[config.mk]
export PLATFORM = sky130hd
export DESIGN_NAME = execute_alu_issue_arbiter
export DESIGN_NICKNAME = d
export VERILOG_FILES = /design/src/rtl/execute_alu_issue_arbiter.sv
export SDC_FILE = /design/constraint.sdc
export NUM_CORES = 1
export LEC_CHECK = 0
export BUFFER_PORTS_ARGS = -buffer_cell sky130_fd_sc_hd__buf_2
export CORE_AREA = 4 4 51 53
export CTS_BUF_LIST = sky130_fd_sc_hd__clkbuf_8
export DETAILED_ROUTE_END_ITERATION = 10
export DIE_AREA = 0 0 55 57
export PLACE_DENSITY_LB_ADDON = 0.1
export SYNTH_ARGS = -nofsm -noshare
export SYNTH_HDL_FRONTEND = slang
export SYNTH_SLANG_ARGS = --single-unit
[constraint.sdc]
create_clock -name clk -period 2.12 [get_ports clk]
set_input_delay 0.106 -clock clk [delete_from_list [all_inputs] [get_ports clk]]
set_output_delay 0.106 -clock clk [all_outputs]
set_load 0.02 [all_outputs]
[src/rtl/execute_alu_issue_arbiter.sv]
// execute_alu_issue_arbiter
//
// Purpose:
//   Round-robin arbiter between two ALU issue requesters feeding a single
//   registered output slot toward the ALU redecode/execute stage. The slot
//   can drain and refill in the same cycle, so one op per cycle is issued
//   while downstream keeps i_alu_ready high.
//
// Ports:
//   clk, reset           clock, asynchronous active-high reset
//   i_flush              synchronous flush: empties the slot, blocks grants
//   i_reqN_valid/_alu_cmd/_tag   requester N op (N = 0, 1)
//   o_reqN_ready         requester N op accepted this cycle
//   i_alu_ready          downstream takes the registered op this cycle
//   o_alu_valid/_cmd/_tag/_src   registered op and winning requester index
//   o_stat_grant0/1      per-requester grant counters (optional)
//
// Optional feature:
//   Define EXECUTE_ALU_ARB_STAT_EN to add the 16-bit wrapping grant
//   counters o_stat_grant0/o_stat_grant1. They are not cleared by flush.

module execute_alu_issue_arbiter #(
  parameter int TAG_W = 6
) (
  input  logic             clk,
  input  logic             reset,
  input  logic             i_flush,
  input  logic             i_req0_valid,
  input  logic [4:0]       i_req0_alu_cmd,
  input  logic [TAG_W-1:0] i_req0_tag,
  input  logic             i_req1_valid,
  input  logic [4:0]       i_req1_alu_cmd,
  input  logic [TAG_W-1:0] i_req1_tag,
  output logic             o_req0_ready,
  output logic             o_req1_ready,
  input  logic             i_alu_ready,
  output logic             o_alu_valid,
  output logic [4:0]       o_alu_cmd,
  output logic [TAG_W-1:0] o_alu_tag,
  output logic             o_alu_src
`ifdef EXECUTE_ALU_ARB_STAT_EN
  ,
  output logic [15:0]      o_stat_grant0,
  output logic [15:0]      o_stat_grant1
`endif
);

  logic             alu_valid_q, alu_valid_d;
  logic [4:0]       alu_cmd_q, alu_cmd_d;
  logic [TAG_W-1:0] alu_tag_q, alu_tag_d;
  logic             alu_src_q, alu_src_d;
  logic             last_grant_q, last_grant_d;

  logic load;
  logic any_req;
  logic gnt_sel;
  logic grant;

  // Slot may accept a new op when it is empty or being drained this cycle.
  // Flush overrides everything. Reset is folded into grant so no requester
  // sees ready while reset is asserted.
  always_comb begin
    load    = !i_flush && (!alu_valid_q || i_alu_ready);
    any_req = i_req0_valid || i_req1_valid;
    // Contended: pick the requester that did not win last. Otherwise the
    // lone valid requester (value is irrelevant when neither is valid).
    gnt_sel = (i_req0_valid && i_req1_valid) ? ~last_grant_q : i_req1_valid;
    grant   = load && any_req && !reset;
    o_req0_ready = grant && !gnt_sel;
    o_req1_ready = grant &&  gnt_sel;
  end

  always_comb begin
    alu_valid_d  = alu_valid_q;
    alu_cmd_d    = alu_cmd_q;
    alu_tag_d    = alu_tag_q;
    alu_src_d    = alu_src_q;
    last_grant_d = last_grant_q;
    if (i_flush) begin
      alu_valid_d = 1'b0;
    end else if (load) begin
      alu_valid_d = any_req;
    end
    if (grant) begin
      alu_cmd_d    = gnt_sel ? i_req1_alu_cmd : i_req0_alu_cmd;
      alu_tag_d    = gnt_sel ? i_req1_tag     : i_req0_tag;
      alu_src_d    = gnt_sel;
      last_grant_d = gnt_sel;
    end
  end

  // last_grant resets to 1 so requester 0 wins the first contended cycle.
  always_ff @(posedge clk or posedge reset) begin
    if (reset) begin
      alu_valid_q  <= 1'b0;
      alu_cmd_q    <= '0;
      alu_tag_q    <= '0;
      alu_src_q    <= 1'b0;
      last_grant_q <= 1'b1;
    end else begin
      alu_valid_q  <= alu_valid_d;
      alu_cmd_q    <= alu_cmd_d;
      alu_tag_q    <= alu_tag_d;
      alu_src_q    <= alu_src_d;
      last_grant_q <= last_grant_d;
    end
  end

  assign o_alu_valid = alu_valid_q;
  assign o_alu_cmd   = alu_cmd_q;
  assign o_alu_tag   = alu_tag_q;
  assign o_alu_src   = alu_src_q;

`ifdef EXECUTE_ALU_ARB_STAT_EN
  logic [15:0] stat0_q, stat1_q;

  always_ff @(posedge clk or posedge reset) begin
    if (reset) begin
      stat0_q <= '0;
      stat1_q <= '0;
    end else begin
      if (o_req0_ready) stat0_q <= stat0_q + 16'd1;
      if (o_req1_ready) stat1_q <= stat1_q + 16'd1;
    end
  end

  assign o_stat_grant0 = stat0_q;
  assign o_stat_grant1 = stat1_q;
`endif

endmodule
Word-level counts from Yosys, hierarchy flattened
Index checks and enable logic that the tools add are counted.

cells by class
  add/sub/neg operators = 0
  $mul = 0
  div/mod/pow operators = 0
  $lt $le $gt $ge = 0
  equal/unequal tests = 0
  shifts and indexed selects = 0
  mux-type cells = 5
  bitwise logic cells = 1
  reduce and logical (&&, ||, !) cells = 13

operator list
  operator             count
  $logic_and A1 B1 Y1  6
  $mux W6              1
  $mux W5              1
  $logic_not A1 Y1     4
  $mux W1              3
  $logic_or A1 B1 Y1   2
  $reduce_bool A2 Y1   1
  $not A1 Y1           1

word-level totals
  register bits = 14
  latch bits = 0
  memory bits (writable) = 0
  bits in read-only memories = 0
  input bits = 28
  output and inout bits = 15
  logic and storage cells = 24
  memories = 0

Depth between registers and ports, before layout
Gate-level depths: netlist (run 1).

  word-level depth = 6
  depth in mapped cells = 4
  mapped depth without buffers = 3

Worst setup path before layout (run 1)
OpenSTA, ideal clock, no wires.

  kind = flip-flop to flip-flop
  from = register alu_valid_q (netlist: o_alu_valid)
  to = register alu_cmd_q[0] (netlist: o_alu_cmd[0])
  library setup time = 0.125 ns
  arrival = 1.415 ns
  data required time = 1.995 ns
  path slack = 0.580 ns
  cell stages (with the launch flop) = 5
  buffers on the path = 1
  period minus slack after synthesis = 1.540 ns
  cell sequence = dfrtp_1 nor2b_1 nor4_4 buf_6 mux2_2

between the ends
  cells in the longest elaborated chain, start to end = 5

ends and longest elaborated chain
  element                           RTL line  text
  from (decl)                       48        logic alu_valid_q, alu_valid_d;
  from (signal assigned)            101       alu_valid_q <= alu_valid_d;
  $logic_not A1 Y1                  63        load = !i_flush && (!alu_valid_q || i_alu_ready);
  $logic_or A1 B1 Y1                63
  $logic_and A1 B1 Y1               63
  $logic_and A1 B1 Y1 (2 in a row)  68        grant = load && any_req && !reset;
  to (signal assigned)              102       alu_cmd_q <= alu_cmd_d;
  to (decl)                         49        logic [4:0] alu_cmd_q, alu_cmd_d;

Every way passes these cells.
A chain may end at the register's enable or synchronous reset.

Worst setup path after layout (run 1)
  from = input reset
  to = output o_req1_ready

between the ends
  cells in the longest elaborated chain, start to end = 3

ends and longest elaborated chain
  element                     RTL line  text
  from (decl)                 26        input logic reset,
  $logic_not A1 Y1 (no line)  -
  $logic_and A1 B1 Y1         68
  $logic_and A1 B1 Y1         70        o_req1_ready = grant && gnt_sel;
  to (decl)                   35        output logic o_req1_ready,

Every way passes these cells.

==> results of run 1 <==
[cells in the final DEF (no fill, tap or decap), drive strengths merged]
cell,n
inv,2
nor3,1
nor2,2
dfstp,1
nor2b,1
clkbuf,3
and2,1
and2b,1
nor4,1
a21boi,1
mux2,24
dfrtp,13
buf,44
dlygate4sd3,1
[final cells by class]
class,instances,area (sq um)
flip-flops and latches,14,352
clock buffers,3,41.3
well taps,28,35.0
multi-input cells,32,338
fillers,205,1140
clock inverters,1,3.75
inverters,1,3.75
repair buffers,45,235
[path summary, 6_finish.rpt]
path,start,end,slack [ns],cells past startpoint
worst max-delay path,reset,o_req1_ready,0.40,6
worst min-delay path,i_flush,o_alu_valid,0.07,2
worst max register to register,last_grant_q,o_alu_tag[1],0.57,4
worst min register to register,o_alu_tag[3],o_alu_tag[3],0.50,1
max in group asynchronous,reset,last_grant_q,1.27,3
min in group asynchronous,reset,o_alu_cmd[2],0.48,3
[synthesized netlist by cell type (all sizes together)]
library cell,instances,area [sq um]
and2,1,7.51
clkbuf,1,13.8
buf,1,11.3
dfstp,1,26.3
nor4,1,21.3
a21boi,1,11.3
mux2,24,270
dfrtp,13,325
and2b,1,8.76
nor3,1,5.00
nor2,2,7.51
nor2b,1,6.26
inv,1,3.75
[critical path: cells and delay by family]
kind | cells | cell delay [ns]
buffers and inverters | 4 | 1.09
AND/OR/NAND/NOR | 2 | 0.42
[stage by stage]
step | utilization (%) | instances | worst slack, ns
2_1_floorplan | - | 49 | 0.580
3_3_place_gp | 44.4 | 119 | 0.584
3_5_place_dp | 44.4 | 119 | 0.550
6_report | 46.9 | 124 | 0.402
5_1_grt | 46.9 | 124 | 0.321
4_1_cts | 46.9 | 124 | 0.367
[cell families after synthesis]
logic type | count (synthesis) | synth area share (%)
multiplexers | 24 | 37.6
flip-flops | 14 | 49.0
AND/OR/NAND/NOR | 7 | 7.84
buffers and inverters | 3 | 4.01
AO/OA/AOI/OAI | 1 | 1.57
[per-layer routing]
layer	vias to the layer above	wire [um]	global-route usage (%)
met5	-	0	0
met4	0	0	0
met3	0	154	4.96
met2	24	778	18.9
met1	265	629	11.2
li1	271	-	-
[timing repair]
item                       4_1_cts  5_1_grt
hold buffers                     1        0
setup endpoints to repair        0        0
gates resized for setup          0        0
hold endpoints to repair        13        0
[power by group]
group	internal [mW]	switching [mW]	total, mW
sequential	0.336	0.0295	0.366
clock	0.128	0.0889	0.217
combinational	0.142	0.155	0.297
[registers in the layout, summed over array words and instances, names as in the netlist]
signal / flops
o_alu_tag: 6
o_alu_cmd: 5
last_grant_q: 1
o_alu_src: 1
o_alu_valid: 1
==> impl_metrics.env, run 1 <==
export IMPL_die_area_sq_mm=0.00314
export IMPL_maxCapViolCount=0
export IMPL_ir_worst_vdd_mv=0.548
export IMPL_core_area_sq_mm=0.00215
export IMPL_track_usage_pct=10.3
export IMPL_grt_max_degree=16
export IMPL_path_cells="dlygate4sd3_1 > buf_2 > nor4_4 > buf_4 > and2_2 > buf_2"
export IMPL_critPathSlowestCell="dlygate4sd3_1"
export IMPL_power_density_mw_per_mm2=872
export IMPL_clockBufferDepth=2
export IMPL_whs_ns=0.0711
export IMPL_wire_per_inst_um=12.6
export IMPL_synth_warnings=0
export IMPL_grt_pass1_vias=575
export IMPL_hp_class="in -> reg"
export IMPL_finalHoldViolCount=0
export IMPL_crit_top_cell="buf_2"
export IMPL_routed_wl_um=1560
export IMPL_rsz0062_at_grt="false"
export IMPL_p_total_uw=880
export IMPL_cp_max_fo=15
export IMPL_crit_path_end_kind="output port"
export IMPL_vias_per_cell=4.52
export IMPL_postCtsSetupRepairBufs=0
export IMPL_path_class="in -> out"
export IMPL_p_leak_nw=0.495
export IMPL_drc_errors=0
export IMPL_fp_dieW_um=55
export IMPL_status="finished, final reports clean"
export IMPL_avgSynthCellArea_sq_um=14.7
export IMPL_final_area_sq_mm=0.00101
export IMPL_final_nets=125
export IMPL_slew_viol_final=0
export IMPL_ant_nets=0
export IMPL_place_area_sq_um=953
export IMPL_vias=560
export IMPL_drive_gt1_share_pct=79.2
export IMPL_port_buffers=42
export IMPL_diodes=0
export IMPL_cp_arrival_ns=1.61
export IMPL_setup_tns_ns=0
export IMPL_clockRootBuffer="clkbuf_8"
export IMPL_syn_inst=49
export IMPL_crit_required_ns=2.01
export IMPL_tightest_slew_ns=0.532
export IMPL_place_congestion=0.642
export IMPL_insertion_delay_ns=0.24
export IMPL_ys_ff_latch=14
export IMPL_die_height_um=57
export IMPL_fmax_mhz=582
export IMPL_grt_pass1_wl_um=2420
export IMPL_cp_slowest_stage_delay_ns=0.53
export IMPL_numClockSinks=14
export IMPL_numCtsBuffers=3
export IMPL_rows=17
export IMPL_yosys_cell_types_count=13
export IMPL_dpl_hpwl_um=1250
export IMPL_clock_skew_ns=0.00198
export IMPL_antenna_found_initial=0
export IMPL_clk_pin_slew_ns=0.06
export IMPL_drtIter0Drc=3
export IMPL_seq_area_frac_synth_pct=49.0
export IMPL_start_util_pct=33.4
export IMPL_syn_nets=77
export IMPL_drt_pass1_iterations=2
export IMPL_relSlewSlack_pct=64.5
export IMPL_ios=43
export IMPL_grt_remaining_overflow=0
export IMPL_min_period_ns=1.72
export IMPL_cts_htree_levels=1
export IMPL_cts_tree="done"
export IMPL_syn_area_sq_um=718
export IMPL_syn_to_final_growth_pct=40.4
export IMPL_start_kind="primary input"
export IMPL_period_share_pct=81.0
export IMPL_setup_violations=0
Note: power is estimated with default switching activity, not from simulation.
==> inputs of run 2 (changes only) <==
clock period = 1.7 ns   (was 2.12 ns; I/O delays follow)
==> run 2 against run 1 <==
  * Non-clock buffer count is 5 higher
  * Total power increased by 26%
  * Highest routed layer unchanged
  * Core utilization grew 1.9 points
  * First-iteration DRC count shrank 67%
  * Die area did not move
  * Largest cell class unchanged
  * Register-to-register slack worse by 0.29 ns
  * Critical endpoint is now o_req0_ready
  * Critical path depth did not move
  * Critical path type unchanged
  * Setup slack worse by 0.25 ns
  * Final cell count up 4.0%
  * Hold slack got worse by 0.023 ns
  * Sequential share of layout area shrank 1.4 points
==> impl_metrics.env, run 2 (synthesis gave the netlist of run 1 again) <==
export IMPL_vias_per_cell=4.34
export IMPL_wire_per_inst_um=12.1
export IMPL_dpl_hpwl_um=1210
export IMPL_diodes=0
export IMPL_fmax_mhz=648
export IMPL_crit_path_end_kind="output port"
export IMPL_final_cell_mix="42 x buf_2, 24 x mux2_2, 13 x dfrtp_1"
export IMPL_grt_max_degree=16
export IMPL_slew_viol_final=0
export IMPL_ios=43
export IMPL_min_period_ns=1.54
export IMPL_syn_to_final_growth_pct=46.2
export IMPL_vias=560
export IMPL_setup_tns_ns=0
export IMPL_ir_worst_vdd_mv=0.535
export IMPL_crit_required_ns=1.62
export IMPL_fp_dieW_um=55
export IMPL_period_share_pct=90.8
export IMPL_path_class="in -> out"
export IMPL_setup_violations=0
export IMPL_start_util_pct=33.4
export IMPL_numClockSinks=14
export IMPL_tightest_slew_ns=0.534
export IMPL_rsz0062_at_grt="false"
export IMPL_maxCapViolCount=0
export IMPL_final_nets=130
export IMPL_num_fill_cells=219
export IMPL_seq_area_sq_um=352
export IMPL_clockBufferDepth=2
export IMPL_clk_pin_slew_ns=0.05
export IMPL_hp_class="in -> reg"
export IMPL_antenna_found_initial=0
export IMPL_largest_register_ffs=6
export IMPL_status="finished, final reports clean"
export IMPL_cts_htree_levels=1
export IMPL_routed_wl_um=1560
export IMPL_cp_max_fo=7
export IMPL_drive_gt1_share_pct=80.2
export IMPL_start_kind="primary input"
export IMPL_drtIter0Drc=1
export IMPL_grt_pass1_vias=552
export IMPL_cp_arrival_ns=1.46
export IMPL_drc_errors=0
export IMPL_grt_pass1_wl_um=2440
export IMPL_finalHoldViolCount=0
export IMPL_core_area_sq_mm=0.00215
export IMPL_rows=17
export IMPL_ant_nets=0
export IMPL_cts_tree="done"
export IMPL_die_area_sq_mm=0.00314
export IMPL_track_usage_pct=10.8
export IMPL_mostFrequentLayoutCell="buf_2"
export IMPL_clockRootBuffer="clkbuf_8"
export IMPL_grt_remaining_overflow=0
export IMPL_die_height_um=57
export IMPL_drt_pass1_iterations=4
export IMPL_clock_skew_ns=0.00291
export IMPL_port_buffers=42
export IMPL_insertion_delay_ns=0.24
export IMPL_multi_input_area_sq_um=338
export IMPL_p_leak_nw=0.522
export IMPL_numCtsBuffers=3
export IMPL_post_route_util_pct=48.9
export IMPL_power_density_mw_per_mm2=1060
export IMPL_relSlewSlack_pct=64.4
export IMPL_place_congestion=0.582
run 2: layout make-up:
class	count	share of cell area (%)
inverter	1	0.358
timing repair buffer	50	26.3
tap	28	3.34
multi-input combinational	32	32.2
clock buffer	3	3.93
sequential	14	33.5
clock inverter	1	0.358
run 2: where the power goes:
group | total [mW] | internal, mW | switching, mW
logic | 0.381 | 0.188 | 0.194
registers | 0.456 | 0.419 | 0.0368
clock network | 0.271 | 0.159 | 0.111
run 2: final timing paths:
path / start / endpoint / slack (ns) / cells after the start
worst max register to register: o_alu_valid / o_alu_src / 0.28 / 5
worst min-delay path: i_flush / o_alu_valid / 0.05 / 2
max in group asynchronous: reset / last_grant_q / 0.87 / 3
worst max-delay path: reset / o_req0_ready / 0.16 / 6
worst min register to register: o_alu_tag[4] / o_alu_tag[4] / 0.50 / 1
min in group asynchronous: reset / o_alu_cmd[2] / 0.46 / 3
run 2: what timing repair did:
action / 4_1_cts / 5_1_grt
resized for setup: 0 / 1
endpoints found under the hold margin: 13 / 0
hold buffers: 1 / 0
endpoints found under the setup margin: 0 / 2
buffers inserted: 0 / 4
run 2: through the flow:
step	instance area, sq um	total power [mW]	hold slack [ns]	setup WS (ns)	std cells
2_1_floorplan	718	0.705	-0.0265	0.160	49
3_3_place_gp	961	0.838	0.200	0.308	120
3_5_place_dp	961	0.843	0.194	0.285	120
4_1_cts	1020	1.13	0.0407	0.0141	125
5_1_grt	1050	1.17	0.0664	0.0806	129
6_report	1050	1.11	0.0486	0.157	129
run 2: critical path, stage by stage:
cell,delay (ns)
dlygate4sd3_1,0.53
buf_2,0.14
nor4_4,0.26
buf_6,0.16
and2b_2,0.13
buf_2,0.15
run 2: layer usage:
| layer | global-route usage (%) | up-vias | share of wire [%] |
|---|---|---|---|
| met5 | 0 | - | 0 |
| met3 | 3.13 | 0 | 7.4 |
| li1 | - | 282 | - |
| met2 | 17.1 | 22 | 51 |
| met1 | 13.5 | 256 | 42 |
| met4 | 4.17 | 0 | 0 |
==> inputs of run 3 (changes only) <==
BUFFER_PORTS_ARGS = default   (was -buffer_cell sky130_fd_sc_hd__buf_2)
CORE_AREA = 4 4 41 43   (was 4 4 51 53)
DIE_AREA = 0 0 45 47   (was 0 0 55 57)
DONT_BUFFER_PORTS = 1   (was default)
==> run 3 against run 2 <==
  * Setup slack improved by 0.11 ns
  * Register-to-register slack barely moved
  * Critical path type is now reg -> reg
  * Sequential share of layout area rose by 8.6 points
  * Maximum frequency rose by 8.0%
  * Core utilization rose by 15 points
  * Final cell count fell by 43%
  * Critical path depth fell by 2
  * Design area fell by 21%
==> impl_metrics.env, run 3 (synthesis gave the netlist of run 1 again) <==
export IMPL_status="finished, final reports clean"
export IMPL_syn_to_final_growth_pct=16.2
export IMPL_min_period_ns=1.43
export IMPL_ant_nets=0
export IMPL_start_util_pct=55.2
export IMPL_path_class="reg -> reg"
export IMPL_hp_class="in -> reg"
export IMPL_numCtsBuffers=3
export IMPL_tightest_slew_ns=0.510
export IMPL_cts_tree="done"
export IMPL_cts_htree_levels=1
export IMPL_maxCapViolCount=0
export IMPL_diodes=0
export IMPL_clockRootBuffer="clkbuf_8"
export IMPL_insertion_delay_ns=0.24
export IMPL_clockBufferDepth=2
export IMPL_p_leak_nw=0.351
export IMPL_clock_skew_ns=0.000578
export IMPL_power_density_mw_per_mm2=1260
export IMPL_wire_per_inst_um=19.4
export IMPL_rows=13
export IMPL_relSlewSlack_pct=66.0
export IMPL_drc_errors=0
export IMPL_dpl_hpwl_um=1170
export IMPL_grt_pass1_vias=466
export IMPL_period_share_pct=84.0
export IMPL_vias=427
export IMPL_track_usage_pct=13.7
export IMPL_drt_pass1_iterations=3
export IMPL_place_congestion=0.694
export IMPL_grt_remaining_overflow=0
export IMPL_clk_pin_slew_ns=0.05
export IMPL_reg2reg_slack_ns=0.27
export IMPL_die_area_sq_mm=0.00212
export IMPL_crit_required_ns=1.82
export IMPL_die_height_um=47
export IMPL_core_area_sq_mm=0.00130
export IMPL_crit_path_end_kind="flip-flop"
export IMPL_post_route_util_pct=64.1
export IMPL_port_buffers=0
export IMPL_ios=43
export IMPL_finalHoldViolCount=0
export IMPL_setup_tns_ns=0
export IMPL_antenna_found_initial=0
export IMPL_cp_arrival_ns=1.55
export IMPL_start_kind="flip-flop"
export IMPL_numClockSinks=14
export IMPL_setup_violations=0
export IMPL_routed_wl_um=1440
export IMPL_final_nets=88
export IMPL_fmax_mhz=700
export IMPL_num_fill_cells=103
export IMPL_slew_viol_final=0
export IMPL_place_area_sq_um=749
export IMPL_grt_max_degree=15
export IMPL_final_cell_mix="24 x mux2_2, 13 x dfrtp_1, 5 x buf_4"
export IMPL_grt_pass1_wl_um=2070
export IMPL_fp_dieW_um=45
export IMPL_ir_worst_vdd_mv=0.743
export IMPL_largest_register_ffs=6
export IMPL_cp_max_fo=9
export IMPL_mostFrequentLayoutCell="mux2_2"
export IMPL_drive_gt1_share_pct=64.4
export IMPL_rsz0062_at_grt="false"
export IMPL_drtIter0Drc=6
export IMPL_vias_per_cell=5.77
export IMPL_final_area_sq_um=835
[run 3: cell count changes in the layout (fill, tap and decap cells not counted)]
| cell | previous run | this run |
|---|---|---|
| buf_4 | 6 | 5 |
| clkbuf_8 | 3 | 4 |
| inv_1 | 2 | 1 |
| buf_6 | 1 | 0 |
| buf_2 | 42 | 0 |
| dlygate4sd3_1 | 1 | 3 |
[run 3: critical path, stage by stage (launching register included)]
cell      delay [ns]
dfstp_2         0.37
a21boi_2        0.15
buf_4           0.19
mux2_2          0.34
mux2_2          0.26
[run 3: per-layer routing]
metal	part of all wire, %	GRT usage [%]	vias to the layer above
met2	57	24.3	21
li1	-	-	196
met1	34	15.3	208
met4	0.28	8.77	0
met3	9.1	2.30	2
met5	0	0	-
[run 3: path summary, 6_finish.rpt]
| path | startpoint | endpoint | cells past startpoint |
|---|---|---|---|
| max | last_grant_q | o_alu_cmd[1] | 4 |
| min | i_req0_alu_cmd[0] | o_alu_cmd[0] | 2 |
| max reg2reg | last_grant_q | o_alu_cmd[1] | 4 |
| min reg2reg | last_grant_q | last_grant_q | 1 |
| max in group asynchronous | reset | last_grant_q | 2 |
| min in group asynchronous | reset | o_alu_tag[5] | 2 |
[run 3: final cells by class]
cell class | instances | area, sq um | area share [%]
inverters | 1 | 3.75 | 0.450
well taps | 15 | 18.8 | 2.25
flip-flops and latches | 14 | 352 | 42.1
multi-input cells | 32 | 338 | 40.5
clock buffers | 4 | 55.1 | 6.60
repair buffers | 8 | 67.6 | 8.10
[run 3: stage by stage]
| step | power, mW | hold slack, ns | std cells | worst slack [ns] |
|---|---|---|---|---|
| floorplan | 0.705 | -0.0265 | 49 | 0.160 |
| global placement | 0.734 | 0.0187 | 67 | 0.335 |
| detailed placement | 0.750 | 0.0287 | 67 | 0.295 |
| CTS | 1.07 | 0.122 | 74 | 0.249 |
| global route | 1.11 | 0.126 | 74 | 0.177 |
| finish | 1.05 | 0.125 | 74 | 0.272 |
[run 3: repair_timing]
action / CTS / global route
setup endpoints to repair: 0 / 0
hold buffers: 3 / 0
endpoints found under the hold margin: 14 / 0
buffers inserted: 0 / 0
gates resized for setup: 0 / 0
[run 3: where the power goes]
part | leakage [nW] | total, mW | internal [mW] | switching [mW]
Clock | 0.0288 | 0.307 | 0.204 | 0.103
Combinational | 0.158 | 0.179 | 0.115 | 0.0641
Sequential | 0.164 | 0.568 | 0.419 | 0.149
